`src/rtl/timer_ctrl_pkg.sv`:
```
// timer_ctrl_pkg: shared FSM states, register offsets, CTRL bit positions and MODE codes.
package timer_ctrl_pkg;
  typedef enum logic [1:0] {ST_IDLE, ST_LOAD, ST_CNT, ST_INT} state_e;
  localparam logic [1:0] OFF_CTRL   = 2'd0;
  localparam logic [1:0] OFF_PRESET = 2'd1;
  localparam logic [1:0] OFF_COUNT  = 2'd2;
  localparam logic [1:0] OFF_RSVD   = 2'd3;
  localparam int CTRL_EN      = 0;
  localparam int CTRL_MODE_LO = 1;
  localparam int CTRL_MODE_HI = 2;
  localparam int CTRL_IM      = 3;
  localparam logic [1:0] MODE_ONESHOT = 2'd0;
  localparam logic [1:0] MODE_RELOAD  = 2'd1;
endpackage

```
`src/rtl/timer_ctrl.sv`:
```
// timer_ctrl: bus-mapped down-counter timer with one-shot/auto-reload interrupt.
// Auto-reload (MODE 1) exists only when TIMER_CTRL_AUTO_RELOAD_EN is defined.
module timer_ctrl
  import timer_ctrl_pkg::*;
#(
  parameter int CNT_W = 32
) (
  input  logic        clk,
  input  logic        reset_n,
  input  logic [1:0]  addr,
  input  logic        we,
  input  logic [31:0] wd,
  output logic [31:0] rd,
  output logic        irq
);
  state_e state_q, state_d;
  logic en_q, en_d, im_q, im_d, flag_q, flag_d;
  logic [1:0] mode_q, mode_d;
  logic [CNT_W-1:0] preset_q, preset_d, count_q, count_d;
  logic ctrl_wr, preset_wr, reload, enter_int;
  logic unused_wd;
  assign unused_wd = &{1'b0, wd};
  assign ctrl_wr   = we && addr == OFF_CTRL;
  assign preset_wr = we && addr == OFF_PRESET;
`ifdef TIMER_CTRL_AUTO_RELOAD_EN
  assign reload = mode_q == MODE_RELOAD;
`else
  assign reload = 1'b0;
`endif
  always_ff @(posedge clk or negedge reset_n) begin
    if (!reset_n) begin
      state_q  <= ST_IDLE;
      en_q     <= 1'b0;
      mode_q   <= MODE_ONESHOT;
      im_q     <= 1'b0;
      flag_q   <= 1'b0;
      preset_q <= '0;
      count_q  <= '0;
    end else begin
      state_q  <= state_d;
      en_q     <= en_d;
      mode_q   <= mode_d;
      im_q     <= im_d;
      flag_q   <= flag_d;
      preset_q <= preset_d;
      count_q  <= count_d;
    end
  end
  always_comb begin
    state_d = state_q;
    case (state_q)
      ST_IDLE: state_d = en_q ? ST_LOAD : ST_IDLE;
      ST_LOAD: state_d = ST_CNT;
      ST_CNT:  state_d = !en_q ? ST_IDLE : count_q == '0 ? ST_INT : ST_CNT;
      ST_INT:  state_d = reload ? ST_LOAD : ST_IDLE;
      default: state_d = ST_IDLE;
    endcase
  end
  assign enter_int = state_q == ST_CNT && en_q && count_q == '0;
  always_comb begin
    count_d  = state_q == ST_LOAD ? preset_q
             : (state_q == ST_CNT && en_q && count_q != '0) ? count_q - CNT_W'(1) : count_q;
    preset_d = preset_wr ? wd[CNT_W-1:0] : preset_q;
    // Software EN wins over the one-shot hardware clear; INT entry wins over a CTRL-write clear.
    en_d     = ctrl_wr ? wd[CTRL_EN] : (state_q == ST_INT && !reload) ? 1'b0 : en_q;
    mode_d   = ctrl_wr ? wd[CTRL_MODE_HI:CTRL_MODE_LO] : mode_q;
    im_d     = ctrl_wr ? wd[CTRL_IM] : im_q;
    flag_d   = enter_int || (flag_q && !ctrl_wr && !(state_q == ST_INT && reload));
  end
  always_comb
    rd = addr == OFF_CTRL   ? {28'd0, im_q, mode_q, en_q}
       : addr == OFF_PRESET ? 32'(preset_q)
       : addr == OFF_COUNT  ? 32'(count_q) : 32'd0;
  assign irq = flag_q & im_q;
endmodule
```
`config.mk`:
```
export PLATFORM = sky130hd
export DESIGN_NAME = timer_ctrl
export DESIGN_NICKNAME = d
export VERILOG_FILES = /design/src/rtl/timer_ctrl_pkg.sv /design/src/rtl/timer_ctrl.sv
export SDC_FILE = /design/constraint.sdc
export NUM_CORES = 1
export LEC_CHECK = 0
export ABC_AREA = 1
export BUFFER_PORTS_ARGS = -buffer_cell sky130_fd_sc_hd__buf_4
export CAP_MARGIN = 30
export CORE_UTILIZATION = 59
export CTS_BUF_LIST = sky130_fd_sc_hd__clkbuf_4 sky130_fd_sc_hd__clkbuf_8
export CTS_CLUSTER_DIAMETER = 40
export CTS_CLUSTER_SIZE = 28
export DETAILED_ROUTE_END_ITERATION = 8
export GPL_ROUTABILITY_DRIVEN = 0
export PLACE_DENSITY = 0.94
export SETUP_SLACK_MARGIN = 0.2
export SYNTH_ARGS = -nofsm -noshare
export SYNTH_HDL_FRONTEND = slang
export SYNTH_SLANG_ARGS = --single-unit
```
`constraint.sdc`:
```
create_clock -name clk -period 2.05 [get_ports clk]
set_input_delay 0.205 -clock clk [delete_from_list [all_inputs] [get_ports clk]]
set_output_delay 0.205 -clock clk [all_outputs]
set_load 0.05 [all_outputs]
```
-- Word level (Yosys, flattened, before mapping)
Index checks and enable logic that the tools add are counted.
- output and inout bits: 33
- input bits: 37
- flip-flop bits (word level): 71
- logic and storage cells: 39
- multiplexer cells: 11
- bitwise operators: 1
- reductions and logical operators: 14
- equal/unequal tests: 5
- add/subtract/negate cells: 1
- operators with widths (operator ; number):
    2-to-1 mux 32 bit ; 5
    zero test 32 bit ; 1
    nonzero test 32 bit ; 1
    subtractor 32 x 1 -> 32 bit, second input constant ; 1
    one-hot mux 2 bit (4 select lines) ; 1
    equality test 2 bit, second input constant ; 3
    logical AND 1 bit ; 6
    equality test 2 x 1 -> 1 bit, second input constant ; 2
    zero test 2 bit ; 2
    2-to-1 mux 1 bit ; 4
    nonzero test 2 bit ; 2
    2-to-1 mux 2 bit ; 1
    bitwise AND 1 bit ; 1
    zero test 1 bit ; 1
    logical OR 1 bit ; 1

-- Logic depth before layout (Yosys ltp)
Gate-level depths: netlist of the first run.
- word-level depth: 5
- mapped depth: 11
- gate-level depth less buffers: 11

-- Worst setup path before layout of the first run
Ideal clock, no wire load.
- kind: input to output
- start: input addr[1]
- end: output rd[20]
- slack: 0.187 ns
- data required time: 1.845 ns
- stages on the path: 5
- arrival time: 1.658 ns
- cells stage by stage: inv_1 -> nor2_1 -> inv_1 -> clkbuf_1 -> o21ai_0
- longest elaborated chain between the ends: 4
- ends and longest elaborated chain (what ; RTL line ; RTL):
    start, declared ; timer_ctrl.sv:10 ; input logic [1:0] addr,
    equality test 2 bit ; timer_ctrl.sv:73 ; : addr == OFF_COUNT ? 32'(count_q) : 32'd0;
    2-to-1 mux 32 bit ; timer_ctrl.sv:73 ;
    2-to-1 mux 32 bit ; timer_ctrl.sv:72 ; : addr == OFF_PRESET ? 32'(preset_q)
    2-to-1 mux 32 bit (*) ; timer_ctrl.sv:71 ; rd = addr == OFF_CTRL ? {28'd0, im_q, mode_q, en_q}
    end, declared ; timer_ctrl.sv:13 ; output logic [31:0] rd,
Mark *: on every way between the ends. The rest lies on a longest branch, timed or not.

-- Final worst setup path of the first run
- start: register count_q[24]
- end: register count_q[0]
- longest elaborated chain between the ends: 3
- ends and longest elaborated chain (what ; RTL line ; RTL):
    start, declared ; timer_ctrl.sv:19 ; logic [CNT_W-1:0] preset_q, preset_d, count_q, count_d;
    start signal, assigned ; timer_ctrl.sv:46 ; count_q <= count_d;
    nonzero test 32 bit ; timer_ctrl.sv:62 ; : (state_q == ST_CNT && en_q && count_q != '0) ? count_q - CNT_W'(1) : count_q;
    logical AND 1 bit ; timer_ctrl.sv:62 ;
    nonzero test 2 bit (no line) ; - ;
Every way passes these cells.
A chain may end at the register's enable or synchronous reset.

==> impl_metrics.tcl, run 1 <==
set metrics [dict create \
    syn_area_sq_um 4370 \
    clk_path_buf_depth 2 \
    dp_slack_ns 0.157 \
    utilization_pct 72.4 \
    dp_cells 775 \
    drive_gt1_share_pct 21.1 \
    syn-instance-count 619 \
    setup_tns_ns 0 \
    hold_viol_final 13 \
    wire_per_inst_microns 15.4 \
    crit_family "simple AND/OR/NAND/NOR gates" \
    synth-async-reset-ratio_pct 100 \
    yosysTopAreaCell "dfrtp_1" \
    critPathMaxFanout 19 \
    synth_nets 657 \
    rsz0062_at_grt "yes" \
    post-route-min-period_ns 1.86 \
    io_buffers 69 \
    clk_pin_slew_worst_paths_ns 0.07 \
    via_count 4665 \
    p_per_area_nw_per_um2 1330 \
    cts_buffers 9 \
    clockRootBuffer "clkbuf_8" \
    ys.warnings.count 0 \
    detail-route-antenna-nets 0 \
    firstDrtPassIters 6 \
    ys_seq_area_share_pct 40.6 \
    drt_wl_total_microns 12300 \
    finClkSkew_ns 0.00661 \
    antenna_found_initial 0 \
    holdBufCountCts 0 \
    synth-edff-count 0 \
    tightestPinTransition_ns 0.958 \
    setup_violations 0 \
    synth-seq-cells 71 \
    synthFlopType "dfrtp_1" \
    remaining_drc_errors 0 \
    nNetsFinal 731 \
    slew_headroom_pct 36.1 \
    dpl.hpwl_microns 8190 \
    die_h_microns 88.1 \
    fin_cells 795 \
    syn_avg_cell_area_sq_um 7.06 \
    cts_tree "built" \
    grt_pass1_vias 4167 \
    critPathKind "flop to flop" \
    timing.final.ws_setup_ns 0.189 \
    gr-total-overflow 0 \
    num_rows 31 \
    violations "hold timing" \
    fmax_mhz 537 \
    drt_iter0_markers 629 \
    hold_path.class "primary input to asynchronous set/reset pin" \
    avgViaCountPerCell 5.87 \
    die_w_microns 88.1 \
    floorplan.io_pins 70 \
    cp_slowest_stage_delay_ns 0.44 \
    required_ns 2.28 \
    core-area_sq_um 7210 \
    clk_latency_ns 0.35 \
    cp.arrival_ns 2.10 \
    path_cells "nor2_1 -> nand2_1 -> nor2_1 -> nand2_2 -> nor2_4 -> nor2_2 -> buf_6 -> a21oi_1 -> nand2_1" \
    die_area_sq_um 7760 \
    syn_to_final_growth_pct 19.5 \
    cp_num_buf_inv 1 \
    yosysUniqueCellTypes 26 \
    leakage_uw 0.00268 \
    cp-end-kind "flop" \
    synth_top_area_share_pct 40.6 \
    layout_commonest_cell "nand2_1" \
    drv_slew 0 \
    vdd_ir_drop_max_uv 784 \
    gr-usage-all-layers_pct 32.6 \
    cts.sinks 71 \
    grt_max_degree 72 \
    startpoint_type "flop" \
    status "finished, violations left" \
    netlist_top_cells_area "dfrtp_1, nand2_1, nor2_1" \
    crit_slowest_cell "dfrtp_1" \
    whs_ns -0.0110 \
    min_period_over_period_pct 90.8 \
    floorplan.initialDensity_pct 60.6 \
    n_antenna_cell 0 \
    drv_cap 0 \
    grt_pass1_wl_microns 19300 \
    cts_max_level 3 \
    final_cell_mix "nand2_1, buf_4, dfrtp_1, nor2_1, inv_1" \
]
flip-flops by register name, summed over array words and instances (netlist names):
name and count:
state_q 2, im_q 1, flag_q 1, mode_q 2
preset_q 32, count_q 32, en_q 1
power breakdown:
group / internal, uW / switching (uW)
Sequential: 1820 / 492
Clock: 518 / 501
Combinational: 1150 / 2470
Total: 3490 / 3460
timing repair:
action	in CTS	in global routing
resized for setup	1	12
setup buffers	2	4
pin swaps	2	1
setup endpoints to repair	22	41
worst paths after layout:
kind                                   from  depth (start not counted)  slack (ns)      endpoint
max in group asynchronous           reset_n                          1        1.48    count_q[4]
worst max register to register  count_q[24]                          9        0.19    count_q[0]
worst max-delay path            count_q[24]                          9        0.19    count_q[0]
worst min-delay path                reset_n                          1       -0.01  preset_q[29]
worst min register to register  preset_q[2]                          2        0.51   preset_q[2]
min in group clk                     wd[31]                          2        0.08  preset_q[31]
kinds of logic after synthesis:
logic type	count (synthesis)	synth area share, %
compound gates	69	8.76
fa+ha+maj	1	0.286
xor+xnor	4	0.801
buf+inv	81	7.93
flops	71	40.6
simple gates	371	35.9
mux	22	5.67
layout make-up:
class	count	area, sq um
fillers	544	1990
clock inverters	1	5.00
flip-flops and latches	71	1780
repair buffers	83	639
well taps	99	124
clock buffers	13	166
multi-input cells	467	2280
inverters	61	229
through the flow:
step / area [sq um] / total power [uW]
floorplan: 4370 / 4720
global placement: 4960 / 5450
detailed placement: 4960 / 5590
CTS: 5160 / 6670
global route: 5230 / 7380
finish: 5230 / 6950
metal layers:
layer,vias to the layer above,track usage [%],routed length (microns)
li1,2128,-,-
met2,343,52.4,5870
met1,2123,42.4,4700
met5,-,0,0
met3,71,6.88,1240
met4,0,15.5,461
synth_stat cells, types with 5 or more instances:
master,number
o21ai_0,45
nand3_1,54
dfrtp_1,71
a21oi_1,11
nor2_1,75
nand4_1,8
mux2_2,22
nand2_1,216
buf_6,5
clkbuf_1,10
inv_1,60
o22ai_1,7
nor2_2,7
(Power assumes the default switching activity.)
==> run 2: changes to the inputs <==
CORE_UTILIZATION = 57   (was 59)
CTS_BUF_LIST = unset   (was sky130_fd_sc_hd__clkbuf_4 sky130_fd_sc_hd__clkbuf_8)
PLACE_DENSITY = 0.91   (was 0.94)
==> run 2 against run 1 <==
Effect of this change: the flow now finishes without violations; clock skew increased by 0.0073 ns; routed wire length is 2.9% lower; non-clock buffer count is 2 higher; worst hold slack gained 0.077 ns; total power increased by 0.20%; cell area grew 0.81%; utilization fell by 0.57 points; critical path type unchanged.
==> impl_metrics.tcl, run 2 (synthesis gave the netlist of run 1 again) <==
set metrics [dict create \
    status "finished, final reports clean" \
    drt_wl_total_microns 11900 \
    io_buffers 69 \
    p_per_area_nw_per_um2 1320 \
    num_rows 31 \
    r2r-start "count_q[0]" \
    core-area_sq_um 7330 \
    drv_cap 0 \
    worstHoldStart "wd[23]" \
    startpoint_type "flop" \
    clockRootBuffer "clkbuf_8" \
    via_count 4505 \
    clk_latency_ns 0.37 \
    fmax_mhz 556 \
    drive_gt1_share_pct 21.0 \
    antenna_found_initial 0 \
    cp.arrival_ns 2.04 \
    clkPwrFrac_pct 16.2 \
    path_cells "inv_1 -> ha_4 -> nand2_2 -> nor2_8 -> nand2_4 -> nor2_4 -> nor2_4 -> buf_4 -> nand2_1 -> nand3_1" \
    fin_cells 799 \
    dp_cells 777 \
    die_w_microns 89.6 \
    drt_iter0_markers 523 \
    hold_path.class "primary input to flop" \
    cts_tree "built" \
    grt_max_degree 44 \
    clk_path_buf_depth 2 \
    grt_pass1_vias 4121 \
    avgViaCountPerCell 5.64 \
    drv_slew 0 \
    slew_headroom_pct 35.9 \
    crit_top_cell "nor2_4" \
    dpl.hpwl_microns 8250 \
    wire_per_inst_microns 14.9 \
    crit_path_start "count_q[0]" \
    finClkSkew_ns 0.0139 \
    netSwitchingPower_uw 3400 \
    cts_max_level 3 \
    rsz0062_at_grt "yes" \
    firstDrtPassIters 6 \
    clk_pin_slew_worst_paths_ns 0.08 \
    gr-total-overflow 0 \
    biggestRegsByFlops "count_q x32, preset_q x32" \
    vdd_ir_drop_max_uv 709 \
    whs_ns 0.0661 \
    cp-end-kind "flop" \
    crit_slowest_cell "dfrtp_1" \
    syn_to_final_growth_pct 20.5 \
    tightestPinTransition_ns 0.961 \
    cp_slowest_stage_delay_ns 0.38 \
    cts.sinks 71 \
    setup_tns_ns 0 \
    nNetsFinal 733 \
    remaining_drc_errors 0 \
    floorplan.io_pins 70 \
    min_period_over_period_pct 87.7 \
    grt_pass1_wl_microns 18800 \
    critPathMaxFanout 14 \
    detail-route-antenna-nets 0 \
    floorplan.initialDensity_pct 59.7 \
    swShare_pct 48.8 \
    setup_violations 0 \
    seqPwrFrac_pct 33.1 \
    cts_buffers 9 \
    p_comb_share_pct 50.7 \
    p_int_uw 3560 \
    final_cell_mix "nand2_1, buf_4, dfrtp_1, nor2_1, inv_1" \
    leakage_uw 0.00269 \
    required_ns 2.29 \
    gr-usage-all-layers_pct 31.1 \
    post-route-min-period_ns 1.80 \
    die_area_sq_um 8030 \
    fill_cells 535 \
    critPathKind "flop to flop" \
    n_antenna_cell 0 \
    hold_viol_final 0 \
    layout_commonest_cell "nand2_1" \
    die_h_microns 89.6 \
]
run 2: critical path: cells and delay by family (launching register included):
family / cells / cell delay [ns]
DFF: 1 / 0.38
adders and majority gates: 1 / 0.17
and+or+nand+nor: 7 / 0.77
buffers and inverters: 2 / 0.36
run 2: final timing paths:
path | to | slack [ns] | cells past startpoint
max reg2reg | count_q[23] | 0.25 | 10
max in group asynchronous | preset_q[5] | 1.09 | 3
min in group asynchronous | count_q[23] | 0.38 | 2
min | preset_q[23] | 0.07 | 2
max | count_q[23] | 0.25 | 10
min reg2reg | mode_q[0] | 0.50 | 2
run 2: area by class of cell:
type	count	area [sq um]	share of cell area, %
multi-input combinational	467	2290	43.5
sequential	71	1780	33.7
tap	99	124	2.35
timing repair buffer	85	657	12.5
clock inverter	3	42.5	0.808
clock buffer	13	149	2.83
inverter	61	229	4.35
run 2: metal layers:
layer  routed length, microns  vias up  GRT usage, %
li1                         -     2132             -
met1                     4760     2067          40.0
met2                     5800      266          50.9
met3                     1040       40          6.86
met4                      310        0          13.4
met5                        0        -             0
run 2: power by group through the flow:
stage	logic (uW)	registers, uW	clock network, uW
2_1_floorplan	2550	2160	0
3_3_place_gp	3210	2270	0
3_5_place_dp	3310	2280	0
4_1_cts	3360	2260	1120
5_1_grt	3880	2350	1180
6_report	3530	2300	1130
run 2: what timing repair did:
item | in CTS | in global routing
buffers inserted | 2 | 3
hold buffers | 1 | 0
endpoints found under the setup margin | 26 | 36
pin swaps | 1 | 2
gates resized for setup | 3 | 10
cloned | 0 | 0
hold endpoints to repair | 42 | 0
run 2: stage by stage:
stage / power (uW) / setup WS [ns] / utilization [%] / instance area [sq um]
6_report: 6960 / 0.252 / 71.9 / 5270
5_1_grt: 7410 / 0.172 / 71.9 / 5270
4_1_cts: 6750 / 0.213 / 71.1 / 5210
3_5_place_dp: 5590 / 0.117 / 68.0 / 4980
3_3_place_gp: 5480 / 0.216 / 68.0 / 4980
2_1_floorplan: 4720 / 0.187 / - / 4370
==> run 3: changes to the inputs <==
CORE_UTILIZATION = 45   (was 57)
PLACE_DENSITY = 0.77   (was 0.91)
==> run 3 against run 2 <==
Effect of this change: worst hold slack better by 0.0020 ns; combinational power is 1% lower; maximum frequency is 1.9% higher; global-route usage is 6.4 points lower; critical endpoint is now count_q[19]; first-iteration DRC count is 39% lower; final cell count is 3.6% higher; clock power is 25% higher; cell area is 1.7% higher; total power is 3.7% higher; worst setup slack better by 0.033 ns; routed wire length is 1.1% lower.
==> impl_metrics.tcl, run 3 (synthesis gave the netlist of run 1 again) <==
set metrics [dict create \
    biggestRegsByFlops "count_q x32, preset_q x32" \
    n_antenna_cell 0 \
    remaining_drc_errors 0 \
    detail-route-antenna-nets 0 \
    vdd_ir_drop_max_uv 709 \
    floorplan.io_pins 70 \
    grt_pass1_vias 4115 \
    num_rows 35 \
    cp-end-kind "flop" \
    p_per_area_nw_per_um2 1350 \
    gr-total-overflow 0 \
    io_buffers 69 \
    die_area_sq_um 10100 \
    hold_depth 2 \
    drv_cap 0 \
    syn_to_final_growth_pct 22.5 \
    grt_pass1_wl_microns 19500 \
    hold_path.class "primary input to flop" \
    rsz0062_at_grt "yes" \
    dpl.hpwl_microns 8340 \
    cp.arrival_ns 2.01 \
    min_period_over_period_pct 86.1 \
    required_ns 2.30 \
    clk_latency_ns 0.36 \
    floorplan.initialDensity_pct 46.9 \
    leakage_uw 0.00272 \
    cts.sinks 71 \
    nNetsFinal 732 \
    post-route-min-period_ns 1.76 \
    cts_max_level 3 \
    finClkSkew_ns 0.0130 \
    cts_buffers 9 \
    fmax_mhz 567 \
    startpoint_type "flop" \
    cts_tree "built" \
    avgViaCountPerCell 5.23 \
    tightestPinTransition_ns 0.925 \
    slew_headroom_pct 38.3 \
    clk_path_buf_depth 2 \
    die_w_microns 101 \
    drt_iter0_markers 319 \
    fill_cells 884 \
    clk_pin_slew_worst_paths_ns 0.08 \
    core-area_sq_um 9330 \
    hold_viol_final 0 \
    drt_wl_total_microns 11800 \
    wire_per_inst_microns 14.2 \
    via_count 4331 \
    clockRootBuffer "clkbuf_8" \
    final_cell_mix "nand2_1, buf_4, dfrtp_1, nor2_1, inv_1" \
    die_h_microns 101 \
    status "finished, final reports clean" \
    r2r_cells 8 \
    drv_slew 0 \
    whs_ns 0.0681 \
    setup_violations 0 \
    setup_tns_ns 0 \
    antenna_found_initial 0 \
    critPathMaxFanout 7 \
    drive_gt1_share_pct 21.2 \
    gr-usage-all-layers_pct 24.7 \
    layout_commonest_cell "nand2_1" \
    critPathKind "flop to flop" \
    firstDrtPassIters 5 \
    grt_max_degree 72 \
]
run 3: cell count changes in the layout (fill, tap and decap cells not counted), sizes merged:
cell | previous run | this run
buf | 84 | 83
clkbuf | 13 | 10
clkinv | 2 | 3
bufinv | 1 | 3
run 3: repair_timing:
action	4_1_cts	5_1_grt
endpoints found under the setup margin	30	32
hold endpoints to repair	1	0
buffers inserted	1	2
resized for setup	2	13
pin swaps	1	1
hold buffers	1	0
run 3: cell type report:
type / instances / area (sq um) / area share, %
tap: 129 / 161 / 3.01
timing repair buffer: 84 / 653 / 12.2
clock inverter: 6 / 108 / 2.01
sequential: 71 / 1780 / 33.2
clock buffer: 10 / 138 / 2.57
multi-input combinational: 467 / 2290 / 42.8
inverter: 61 / 229 / 4.27
run 3: report_power, final:
| group | internal (uW) | total (uW) | switching (uW) |
|---|---|---|---|
| registers | 1820 | 2330 | 515 |
| logic | 1170 | 3480 | 2310 |
| clock network | 837 | 1410 | 571 |
run 3: worst paths after layout:
check | start | to | slack (ns)
worst min register to register | preset_q[0] | preset_q[0] | 0.50
min in group asynchronous | reset_n | preset_q[1] | 0.48
worst max-delay path | count_q[2] | count_q[19] | 0.29
max in group asynchronous | reset_n | count_q[8] | 0.92
worst min-delay path | wd[25] | preset_q[25] | 0.07
worst max register to register | count_q[2] | count_q[19] | 0.29
run 3: per-stage QoR:
stage | area (sq um) | utilization, % | worst slack, ns | power (uW) | std cells
2_1_floorplan | 4370 | - | 0.187 | 4720 | 619
3_3_place_gp | 5020 | 53.8 | 0.193 | 5510 | 808
3_5_place_dp | 5020 | 53.8 | 0.139 | 5620 | 808
4_1_cts | 5300 | 56.8 | 0.184 | 7090 | 826
5_1_grt | 5360 | 57.4 | 0.185 | 7750 | 828
6_report | 5360 | 57.4 | 0.285 | 7220 | 828
run 3: worst max-delay path, stage by stage (launching register included):
cell and delay [ns]:
dfrtp_1 0.45, nor2_1 0.12, nand2_1 0.15, nor2_2 0.32
nand2_1 0.21, o21ai_0 0.20, nand2_1 0.07, nand2_1 0.06
nand3_1 0.06
run 3: per-layer routing:
layer	up-vias	track usage, %	share of wire [%]
li1	2130	-	-
met1	2018	33.5	45
met2	158	38.6	46
met3	25	4.37	6.3
met4	0	11.1	2.3
met5	-	0	0
